**config.mk**
```make
export PLATFORM = sky130hd
export DESIGN_NAME = spi_shifter_flat
export DESIGN_NICKNAME = d
export VERILOG_FILES = /design/src/rtl/spi_pkg.sv /design/src/rtl/spi_shifter_if.sv /design/src/rtl/spi_bit_counter.sv /design/src/rtl/spi_shifter.sv /design/src/flat_wrapper.sv
export SDC_FILE = /design/constraint.sdc
export NUM_CORES = 1
export LEC_CHECK = 0
export CAP_MARGIN = 15
export CORE_MARGIN = 2
export CORE_UTILIZATION = 48
export CTS_CLUSTER_DIAMETER = 80
export DETAILED_ROUTE_END_ITERATION = 16
export GPL_TIMING_DRIVEN = 0
export PLACE_DENSITY_LB_ADDON = 0.12
export SYNTH_ARGS = -nofsm -noshare
export SYNTH_HDL_FRONTEND = slang
export SYNTH_SLANG_ARGS = --single-unit
```
**constraint.sdc**
```tcl
create_clock -name clk -period 1.9 [get_ports clk]
set_input_delay 0.19 -clock clk [delete_from_list [all_inputs] [get_ports clk]]
set_output_delay 0.19 -clock clk [all_outputs]
set_load 0.02 [all_outputs]
```
**src/rtl/spi_pkg.sv**
```systemverilog
// Shared types and helpers for the SPI shifter family: state encoding,
// counter sizing and the default idle level of the serial output.
package spi_pkg;

  typedef enum logic [0:0] {
    IDLE  = 1'b0,
    SHIFT = 1'b1
  } spi_shift_state_t;

  localparam logic SPI_IDLE_LEVEL_DEFAULT = 1'b0;

  // The counter holds WIDTH itself, so it needs one value more than WIDTH-1.
  function automatic int spi_cnt_width(input int width);
    return $clog2(width + 1);
  endfunction

endpackage

```
**src/rtl/spi_shifter_if.sv**
```systemverilog
// Controller-side bus of spi_shifter: load request, SPI edge strobes,
// serial lines and completion status.
interface spi_shifter_if #(
  parameter int WIDTH = 8
);
  // Handshake: load is taken on a rising clk edge only while busy=0; a load
  // seen while busy=1 is dropped, so busy acts as not-ready and the requester
  // holds or re-issues load until busy=0. done pulses for one cycle per word.
  logic             load;
  logic [WIDTH-1:0] data_in;
  logic             sample_en;
  logic             shift_en;
  logic             s_in;
  logic             s_out;
  logic [WIDTH-1:0] data_out;
  logic             busy;
  logic             done;

  modport master (
    output load, data_in, sample_en, shift_en, s_in,
    input  s_out, data_out, busy, done
  );

  modport slave (
    input  load, data_in, sample_en, shift_en, s_in,
    output s_out, data_out, busy, done
  );

endinterface

```
**src/rtl/spi_bit_counter.sv**
```systemverilog
// Loadable down-counter with a zero flag; saturates at zero so it can also
// serve the SPI clock generator.
module spi_bit_counter #(
  parameter int CW = 4
) (
  input  logic          clk,
  input  logic          rst,
  input  logic          ld,
  input  logic [CW-1:0] ld_val,
  input  logic          dec_en,
  output logic [CW-1:0] count,
  output logic          zero
);

  logic [CW-1:0] count_q, count_d;

  always_comb begin
    count_d = count_q;
    if (ld) begin
      count_d = ld_val;
    end else if (dec_en && (count_q != '0)) begin
      count_d = count_q - CW'(1);
    end
  end

  always_ff @(posedge clk) begin
    if (!rst) begin
      count_q <= '0;
    end else begin
      count_q <= count_d;
    end
  end

  assign count = count_q;
  assign zero  = (count_q == '0);

endmodule

```
**src/rtl/spi_shifter.sv**
```systemverilog
// Full-duplex SPI data shifter: WIDTH-bit word, MSB- or LSB-first, paced by
// sample/shift strobes. Optional SPI_SHIFT_LOOPBACK_EN adds a loopback port.
module spi_shifter
  import spi_pkg::*;
#(
  parameter int   WIDTH      = 8,
  parameter bit   LSB_FIRST  = 1'b0,
  parameter logic IDLE_LEVEL = SPI_IDLE_LEVEL_DEFAULT
) (
  input  logic                            clk,
  input  logic                            rst,
`ifdef SPI_SHIFT_LOOPBACK_EN
  input  logic                            loopback,
`endif
  spi_shifter_if.slave                    bus,
  output spi_shift_state_t                dbg_state,
  output logic [spi_cnt_width(WIDTH)-1:0] dbg_count
);

  localparam int            CW       = spi_cnt_width(WIDTH);
  localparam logic [CW-1:0] CNT_LOAD = CW'(WIDTH);
  localparam logic [0:0]    ST_IDLE  = 1'b0;
  localparam logic [0:0]    ST_SHIFT = 1'b1;

  logic [0:0]       state_q, state_d;
  logic [WIDTH-1:0] sr_q, sr_d;
  logic             sample_q, sample_d;
  logic [WIDTH-1:0] data_out_q, data_out_d;
  logic             busy_q, busy_d;
  logic             done_q, done_d;

  logic [CW-1:0]    count;
  logic             cnt_zero;
  logic             accept;
  logic             shift_go;
  logic             last_shift;
  logic             s_out_w;
  logic             serial_in;
  logic             in_bit;
  logic [WIDTH-1:0] sr_shifted;

  assign accept     = (state_q == ST_IDLE) && bus.load;
  assign shift_go   = (state_q == ST_SHIFT) && bus.shift_en && !cnt_zero;
  assign last_shift = shift_go && (count == CW'(1));

  assign s_out_w = (state_q == ST_SHIFT) ? (LSB_FIRST ? sr_q[0] : sr_q[WIDTH-1])
                                         : IDLE_LEVEL;

`ifdef SPI_SHIFT_LOOPBACK_EN
  assign serial_in = loopback ? s_out_w : bus.s_in;
`else
  assign serial_in = bus.s_in;
`endif

  // A coincident sample strobe feeds the live input straight into the shift.
  assign in_bit     = bus.sample_en ? serial_in : sample_q;
  assign sr_shifted = LSB_FIRST ? {in_bit, sr_q[WIDTH-1:1]}
                                : {sr_q[WIDTH-2:0], in_bit};

  always_comb begin
    state_d    = state_q;
    sr_d       = sr_q;
    sample_d   = sample_q;
    data_out_d = data_out_q;
    busy_d     = busy_q;
    done_d     = 1'b0;
    case (state_q)
      ST_IDLE: begin
        if (bus.load) begin
          sr_d    = bus.data_in;
          busy_d  = 1'b1;
          state_d = ST_SHIFT;
        end
      end
      ST_SHIFT: begin
        if (bus.sample_en) begin
          sample_d = serial_in;
        end
        if (shift_go) begin
          sr_d = sr_shifted;
        end
        if (last_shift) begin
          state_d    = ST_IDLE;
          busy_d     = 1'b0;
          done_d     = 1'b1;
          data_out_d = sr_shifted;
        end
      end
      default: begin
        state_d = ST_IDLE;
        busy_d  = 1'b0;
      end
    endcase
  end

  always_ff @(posedge clk) begin
    if (!rst) begin
      state_q    <= ST_IDLE;
      sr_q       <= '0;
      sample_q   <= 1'b0;
      data_out_q <= '0;
      busy_q     <= 1'b0;
      done_q     <= 1'b0;
    end else begin
      state_q    <= state_d;
      sr_q       <= sr_d;
      sample_q   <= sample_d;
      data_out_q <= data_out_d;
      busy_q     <= busy_d;
      done_q     <= done_d;
    end
  end

  spi_bit_counter #(
    .CW (CW)
  ) u_bit_counter (
    .clk    (clk),
    .rst    (rst),
    .ld     (accept),
    .ld_val (CNT_LOAD),
    .dec_en (shift_go),
    .count  (count),
    .zero   (cnt_zero)
  );

  assign bus.s_out    = s_out_w;
  assign bus.data_out = data_out_q;
  assign bus.busy     = busy_q;
  assign bus.done     = done_q;
  assign dbg_state    = spi_shift_state_t'(state_q);
  assign dbg_count    = count;

endmodule

```
**src/flat_wrapper.sv**
```systemverilog
// flat-port wrapper written by rule: the top's interface ports become plain ports
module spi_shifter_flat import spi_pkg::*;
#(
  parameter int   WIDTH      = 8,
  parameter bit   LSB_FIRST  = 1'b0,
  parameter logic IDLE_LEVEL = SPI_IDLE_LEVEL_DEFAULT
)
  (clk, rst, dbg_state, dbg_count, bus_load, bus_data_in, bus_sample_en, bus_shift_en, bus_s_in, bus_s_out, bus_data_out, bus_busy, bus_done);
  spi_shifter_if #(.WIDTH(WIDTH)) bus_i ();
  input  logic clk;
  input  logic rst;
  output spi_shift_state_t dbg_state;
  output logic [spi_cnt_width(WIDTH)-1:0] dbg_count;
  input wire logic [$bits(bus_i.load)-1:0] bus_load;
  input wire logic [$bits(bus_i.data_in)-1:0] bus_data_in;
  input wire logic [$bits(bus_i.sample_en)-1:0] bus_sample_en;
  input wire logic [$bits(bus_i.shift_en)-1:0] bus_shift_en;
  input wire logic [$bits(bus_i.s_in)-1:0] bus_s_in;
  output wire logic [$bits(bus_i.s_out)-1:0] bus_s_out;
  output wire logic [$bits(bus_i.data_out)-1:0] bus_data_out;
  output wire logic [$bits(bus_i.busy)-1:0] bus_busy;
  output wire logic [$bits(bus_i.done)-1:0] bus_done;
  assign bus_i.load = bus_load;
  assign bus_i.data_in = bus_data_in;
  assign bus_i.sample_en = bus_sample_en;
  assign bus_i.shift_en = bus_shift_en;
  assign bus_i.s_in = bus_s_in;
  assign bus_s_out = bus_i.s_out;
  assign bus_data_out = bus_i.data_out;
  assign bus_busy = bus_i.busy;
  assign bus_done = bus_i.done;
  spi_shifter #(.WIDTH(WIDTH), .LSB_FIRST(LSB_FIRST), .IDLE_LEVEL(IDLE_LEVEL)) u_core (.clk(clk), .rst(rst), .bus(bus_i), .dbg_state(dbg_state), .dbg_count(dbg_count));
endmodule
```
# [Yosys cells after proc, flatten, opt, wreduce, memory -nomap -nowiden]
# Index checks and enable logic that the tools add are counted.
# Widths: inputs -> output; s select.
[totals] regBits=24 out_inout_bits=16
[op_classes] add_sub_neg=1 n_eq_ne=4 mux=14 bitwise_logic=2 n_reduce_logical=14
[ops] op="$mux 8" n=2
[ops] op="$pmux 8 s2" n=1
[ops] op="$mux 4" n=2
[ops] op="$reduce_and 2->1" n=4
[ops] op="$mux 1" n=7
[ops] op="$ne 2x2->1 const B" n=3
[ops] op="$logic_and 1x1->1" n=5
[ops] op="$eq 4x1->1 const B" n=1
[ops] op="$logic_not 4->1" n=1
[ops] op="$pmux 1 s2" n=2
[ops] op="$reduce_bool 4->1" n=1
[ops] op="$sub 4x1->4 const B" n=1
[ops] op="$not 1->1" n=2
[ops] op="$reduce_bool 2->1" n=1
[ops] op="$reduce_or 2->1" n=1
[ops] op="$logic_not 1->1" n=1

# [Logic depth before layout (Yosys ltp)]
[depth] ltp_word=6 depth_mapped=6

# [By module]
# Synthesis repeated with hierarchy kept, for this count alone.
[unflattened] cells_unflattened=124 hier_area_um2=1202.4
[modules_own_cells] module="spi_shifter" n_inst=1 cells_per_inst=93 area_each_um2=945.9 seq_area_each_um2=400.4
[modules_own_cells] module="spi_bit_counter" n_inst=1 cells_per_inst=31 area_each_um2=256.5 seq_area_each_um2=80.1

# [Worst setup path after synthesis]
# No wires, ideal clock.
[synth_timing] path_type="flip-flop to flip-flop" startpoint="register u_core.u_bit_counter.count_q[0] (netlist: u_core.u_bit_counter.count[0])" endpoint="register u_core.busy_q (netlist: u_core.bus.busy)" setup_ps=132 t_arrival_ps=1652 t_required_ps=1768 setup_slack_ps=115 path_stages_with_launch=7 cell_sequence="dfxtp_1 -> inv_1 -> ha_1 -> or4b_1 -> buf_6 -> o21ai_1 -> a21oi_1"
[synth_via] elab_chain_len=6 word_cells_on_any_way=7 classes_between="eq/ne: 2; reduce/logical: 5"
[synth_lines] element="start: declaration" line="spi_bit_counter.sv:15" source="logic [CW-1:0] count_q, count_d;"
[synth_lines] element="start signal: assignment" line="spi_bit_counter.sv:30" source="count_q <= count_d;"
[synth_lines] element="$logic_not 4->1" line="spi_bit_counter.sv:35" source="assign zero = (count_q == '0);"
[synth_lines] element="$logic_not 1->1" line="spi_shifter.sv:43" source="assign shift_go = (state_q == ST_SHIFT) && bus.shift_en && !cnt_zero;"
[synth_lines] element="$logic_and 1x1->1" line="spi_shifter.sv:43"
[synth_lines] element="$logic_and 1x1->1 (*)" line="spi_shifter.sv:44" source="assign last_shift = shift_go && (count == CW'(1));"
[synth_lines] element="$ne 2x2->1 (no line) (*)"
[synth_lines] element="$reduce_and 2->1 (no line) (*)"
[synth_lines] element="end signal: assignment" line="spi_shifter.sv:109" source="busy_q <= busy_d;"
[synth_lines] element="end: declaration" line="spi_shifter.sv:29" source="logic busy_q, busy_d;"
# Mark *: on every way between the ends. The rest lies on a longest branch, timed or not.
# A chain may end at the register's enable or synchronous reset.

# [Final worst setup path]
[layout_timing] startpoint="register u_core.u_bit_counter.count_q[3] (netlist: u_core.u_bit_counter.count[3])" endpoint="output dbg_count[3]"
[layout_lines] element="end: declaration" line="flat_wrapper.sv:13" source="output logic [spi_cnt_width(WIDTH)-1:0] dbg_count;"
# No word-level cell between the ends.

==> tab_implementation.tex <==
\begin{tabular}{lr}
\hline
Metric & Value \\
\hline
\multicolumn{2}{l}{\textbf{Run status}} \\
\quad Result of the run & complete, no violations \\
\multicolumn{2}{l}{\textbf{Power}} \\
\quad Switching share of power & 24.62\% \\
\quad Post-layout total power & 1.112 mW \\
\quad Leakage dissipation & 0.5435 nW \\
\quad Part of the power in the clock network & 33.3\% \\
\quad Power density over the cells & 709.1 nW/um\^{}2 \\
\quad Sequential Power Share & around half \\
\quad Switching power total & between 200 and 300 uW \\
\quad Combinational group share of total power & 17.4\% \\
\quad Worst ir drop on vdd & 0.0005763 V \\
\quad Total internal power & 838.0 uW \\
\multicolumn{2}{l}{\textbf{Floorplan}} \\
\quad Die area & about 2900 um\^{}2 \\
\quad Overall die height & 53.61 um \\
\quad Die extent in x & 53.61 um \\
\quad Count of standard-cell rows & 17 \\
\quad Starting utilization of the core area & about half \\
\quad Placeable core area & around 2300 um\^{}2 \\
\quad Number of top-level design ports & 30 \\
\multicolumn{2}{l}{\textbf{Critical path}} \\
\quad Worst Path Required & 1.71 ns \\
\quad CP Cell Sequence & clkdlybuf4s50\_1 \\
\quad Slack of the worst reg-to-reg path & 0.15 ns \\
\quad Critical path origin & u\_core.u\_bit\_counter.count[3] \\
\quad Cell count of the worst reg-to-reg path & 6 \\
\quad Worst Path Max Fanout & 8 \\
\quad Cell family with most CP delay & buffers and inverters \\
\quad Reg-to-reg startpoint & u\_core.u\_bit\_counter.count[0] \\
\quad Capturing element type of the critical path & output port \\
\quad CP bufs+invs & 1 \\
\quad Worst setup path category & flop to output port \\
\quad Capture point of the worst reg-to-reg path & u\_core.bus.data\_out[6] \\
\quad Total stage count of the critical path & 1 \\
\quad Data arrival time of the critical path & approximately 1.6 ns \\
\quad Termination of the worst setup path & dbg\_count[3] \\
\quad Critical path launch point type & flop \\
\quad Standard cell with the maximum stage delay on the critical path & clkdlybuf4s50\_1 \\
\quad Max incr delay on CP & 0.68 ns \\
\multicolumn{2}{l}{\textbf{Drt}} \\
\quad Routed length on met3 & $\sim$110 um \\
\quad Vias per cell & 5.638 \\
\quad Count of routing violations after the opening detailed-route iteration & 13 \\
\quad \# DRC & 0 \\
\quad Remaining antenna violation count after routing & 0 \\
\quad Count of TritonRoute iterations in the first routing pass & 4 \\
\quad Vias post-DR & around 1100 \\
\quad Metal-1 WL & approximately 1300 um \\
\quad DR WL/cell & 14.49 um \\
\quad Drt total wl & 2724 um \\
\quad Detailed-routed wire length on met2 & about 1300 um \\
\quad Max Used Layer & met4 \\
\multicolumn{2}{l}{\textbf{Final layout}} \\
\quad Most common cell after layout, fill and taps aside & clkdlybuf4s50\_1 \\
\quad Number of filler instances in the final layout & about 190 \\
\quad Layout area overhead & 32.73\% \\
\quad Utilization after layout & between 60 and 70\% \\
\quad Antenna diode instance count & 0 \\
\quad Share of final-layout standard cells stronger than drive strength 1 & a little over an eighth \\
\quad Number of nets in the final layout & roughly 180 \\
\quad Highest-count cells in the layout ignoring fill and taps & clkdlybuf4s50\_1, dfxtp\_1, a21oi\_1 \\
\multicolumn{2}{l}{\textbf{Timing}} \\
\quad Final hold vios & 0 \\
\quad Max Transition Viols Final & 0 \\
\quad FMAX & 571.9 MHz \\
\quad Minimum period implied by the final worst setup slack & 1.749 ns \\
\quad Setup repair after global routing missed its margin & false \\
\quad Actual slew at the worst max-slew pin & 0.4648 ns \\
\quad Final-layout setup total negative slack & 0 ns \\
\quad Worst hold slack & approximately 0.49 ns \\
\quad Setup clock skew after layout & 0.003689 ns \\
\quad Setup violations, final & 0 \\
\quad Slew margin rel. & 69.01\% \\
\quad Fraction of the cycle the final worst path needs & just over 90\% \\
\multicolumn{2}{l}{\textbf{Flow run}} \\
\quad Max-cap violation count & 0 \\
\multicolumn{2}{l}{\textbf{Clock tree}} \\
\quad Buffer type at the clock tree root & clkbuf\_4 \\
\quad Clock latency on the worst-skew pair & 0.31 ns \\
\quad CTS Buf Count & 3 \\
\quad Number of clock sinks seen by CTS & 24 \\
\quad H-Tree Level Count & 1 \\
\quad Post-CTS clock slew at the launch and capture registers of the worst setup and hold paths & 0.14 ns \\
\quad Count of hold buffers inserted by post-cts repair & 0 \\
\quad CTS tree & built \\
\quad Longest Clk Path Bufs & 2 \\
\multicolumn{2}{l}{\textbf{GRT}} \\
\quad Global-route congestion overflow total & 0 \\
\quad Maximum number of pins on one net before global-route repair & 15 \\
\quad Global router's overall resource usage & 20.82\% \\
\quad Wire length of the first global-routing pass & 4422 um \\
\quad Antenna violations before repair & 0 \\
\quad Via count of the first global-routing pass & between 1000 and 1500 \\
\multicolumn{2}{l}{\textbf{Placement}} \\
\quad Placer Congestion & 0.8140 \\
\quad Number of buffer cells added on primary ports & 29 \\
\quad DP Wirelength & about 2000 um \\
\multicolumn{2}{l}{\textbf{Yosys}} \\
\quad Share of the yosys chip area belonging to registers & about 40\% \\
\quad Proportion of netlist area held by the largest area contributor & 40.68\% \\
\quad Average cell area after synthesis & 9.374 um\^{}2 \\
\quad Most area-hungry cell type in the Yosys netlist & dfxtp\_1 \\
\quad Area of the mapped netlist & about 1200 um\^{}2 \\
\quad Fraction of synthesis flops using an asynchronous set or reset pin & 0\% \\
\quad Number of enable-type register cells in the synthesized netlist & 0 \\
\quad Synthesized netlist net count & 143 \\
\quad Count of synthesis-stage warnings from yosys & 0 \\
\quad Register bit count reported by yosys & 24 \\
\quad Leading cell types by total area after synthesis & dfxtp\_1, a21oi\_1, mux2i\_1 \\
\quad Number of library cell types mapped by synthesis & 36 \\
\quad Post-synth top flop & dfxtp\_1 \\
\quad Synthesized instance count & 126 \\
\multicolumn{2}{l}{\textbf{Hold path}} \\
\quad Path category of the worst min-delay check & flop to flop \\
\hline
\end{tabular}
==> repair_timing <==
action / CTS / global route
hold endpoints to repair: 0 / 0
pin swaps: 0 / 2
buffers inserted: 0 / 1
gates resized for setup: 1 / 2
setup endpoints to repair: 1 / 18
==> final cells by class <==
type | instances | area [um^2] | share of cell area [%]
Buffer | 8 | 65.06 | 4.150
Clock buffer | 3 | 22.52 | 1.437
Clock inverter | 1 | 30.03 | 1.915
Inverter | 5 | 18.77 | 1.197
Multi-Input combinational cell | 89 | 616.8 | 39.35
Sequential cell | 24 | 483.0 | 30.81
Tap cell | 28 | 35.03 | 2.235
Timing Repair Buffer | 30 | 296.5 | 18.91
==> how the worst min path moves through the flow <==
stage / cells past startpoint / from / to / slack, ns
finish: 2 / u_core.sr_q[7] / u_core.sr_q[7] / 0.49
global route: 2 / u_core.sr_q[7] / u_core.sr_q[7] / 0.52
CTS: 2 / u_core.bus.data_out[3] / u_core.bus.data_out[3] / 0.49
detailed placement: 2 / u_core.bus.data_out[3] / u_core.bus.data_out[3] / 0.47
global placement: 2 / u_core.bus.data_out[2] / u_core.bus.data_out[2] / 0.45
floorplan: 2 / rst / u_core.sample_q / 0.33
==> per-layer routing <==
layer,up-vias,GRT usage [%]
li1,532,-
met1,501,27.38
met2,25,34.98
met3,2,2.778
met4,0,7.265
met5,-,0
==> sequential cells by signal (all words and copies together), names as in the netlist <==
register and flops:
u_core.bus.busy 1, u_core.bus.data_out 8, u_core.bus.done 1, u_core.dbg_state 1
u_core.sample_q 1, u_core.sr_q 8, u_core.u_bit_counter.count 4
==> power by group through the flow <==
stage	combinational (mW)	sequential [mW]	clock [mW]
3_3_place_gp	0.189	0.557	0
5_1_grt	0.211	0.551	0.399
2_1_floorplan	0.116	0.561	0
4_1_cts	0.193	0.547	0.380
3_5_place_dp	0.192	0.558	0
6_report	0.194	0.548	0.370
==> metrics by stage <==
step	worst slack [ns]	instances	area (um^2)
after floorplan	0.1153	126	1181
after global placement	0.1601	183	1506
after detailed placement	0.09384	183	1506
after CTS	0.07883	187	1558
after global routing	0.02392	188	1568
final	0.1514	188	1568
==> synth_stat cells (2+ instances only) <==
cell and instances:
o21ai_1 8, a21oi_1 21, nand3_1 8, a311oi_1 2, mux2i_1 8, dfxtp_1 24, buf_6 4, o21ai_0 10
or3_1 7, ha_1 3, nand2_1 3, inv_1 4
==> kinds of logic (layout without fill, tap and decap cells) <==
kind of cell,Yosys count,after routing,synth area share [%]
buffers and inverters,13,47,7.096
and+or+nand+nor,30,30,18.64
AOI/OAI and AO/OA,46,46,21.51
DFF,24,24,40.68
adders and majority gates,3,3,3.178
muxes,10,10,8.898
No activity file was read; power rests on OpenSTA's default activity.
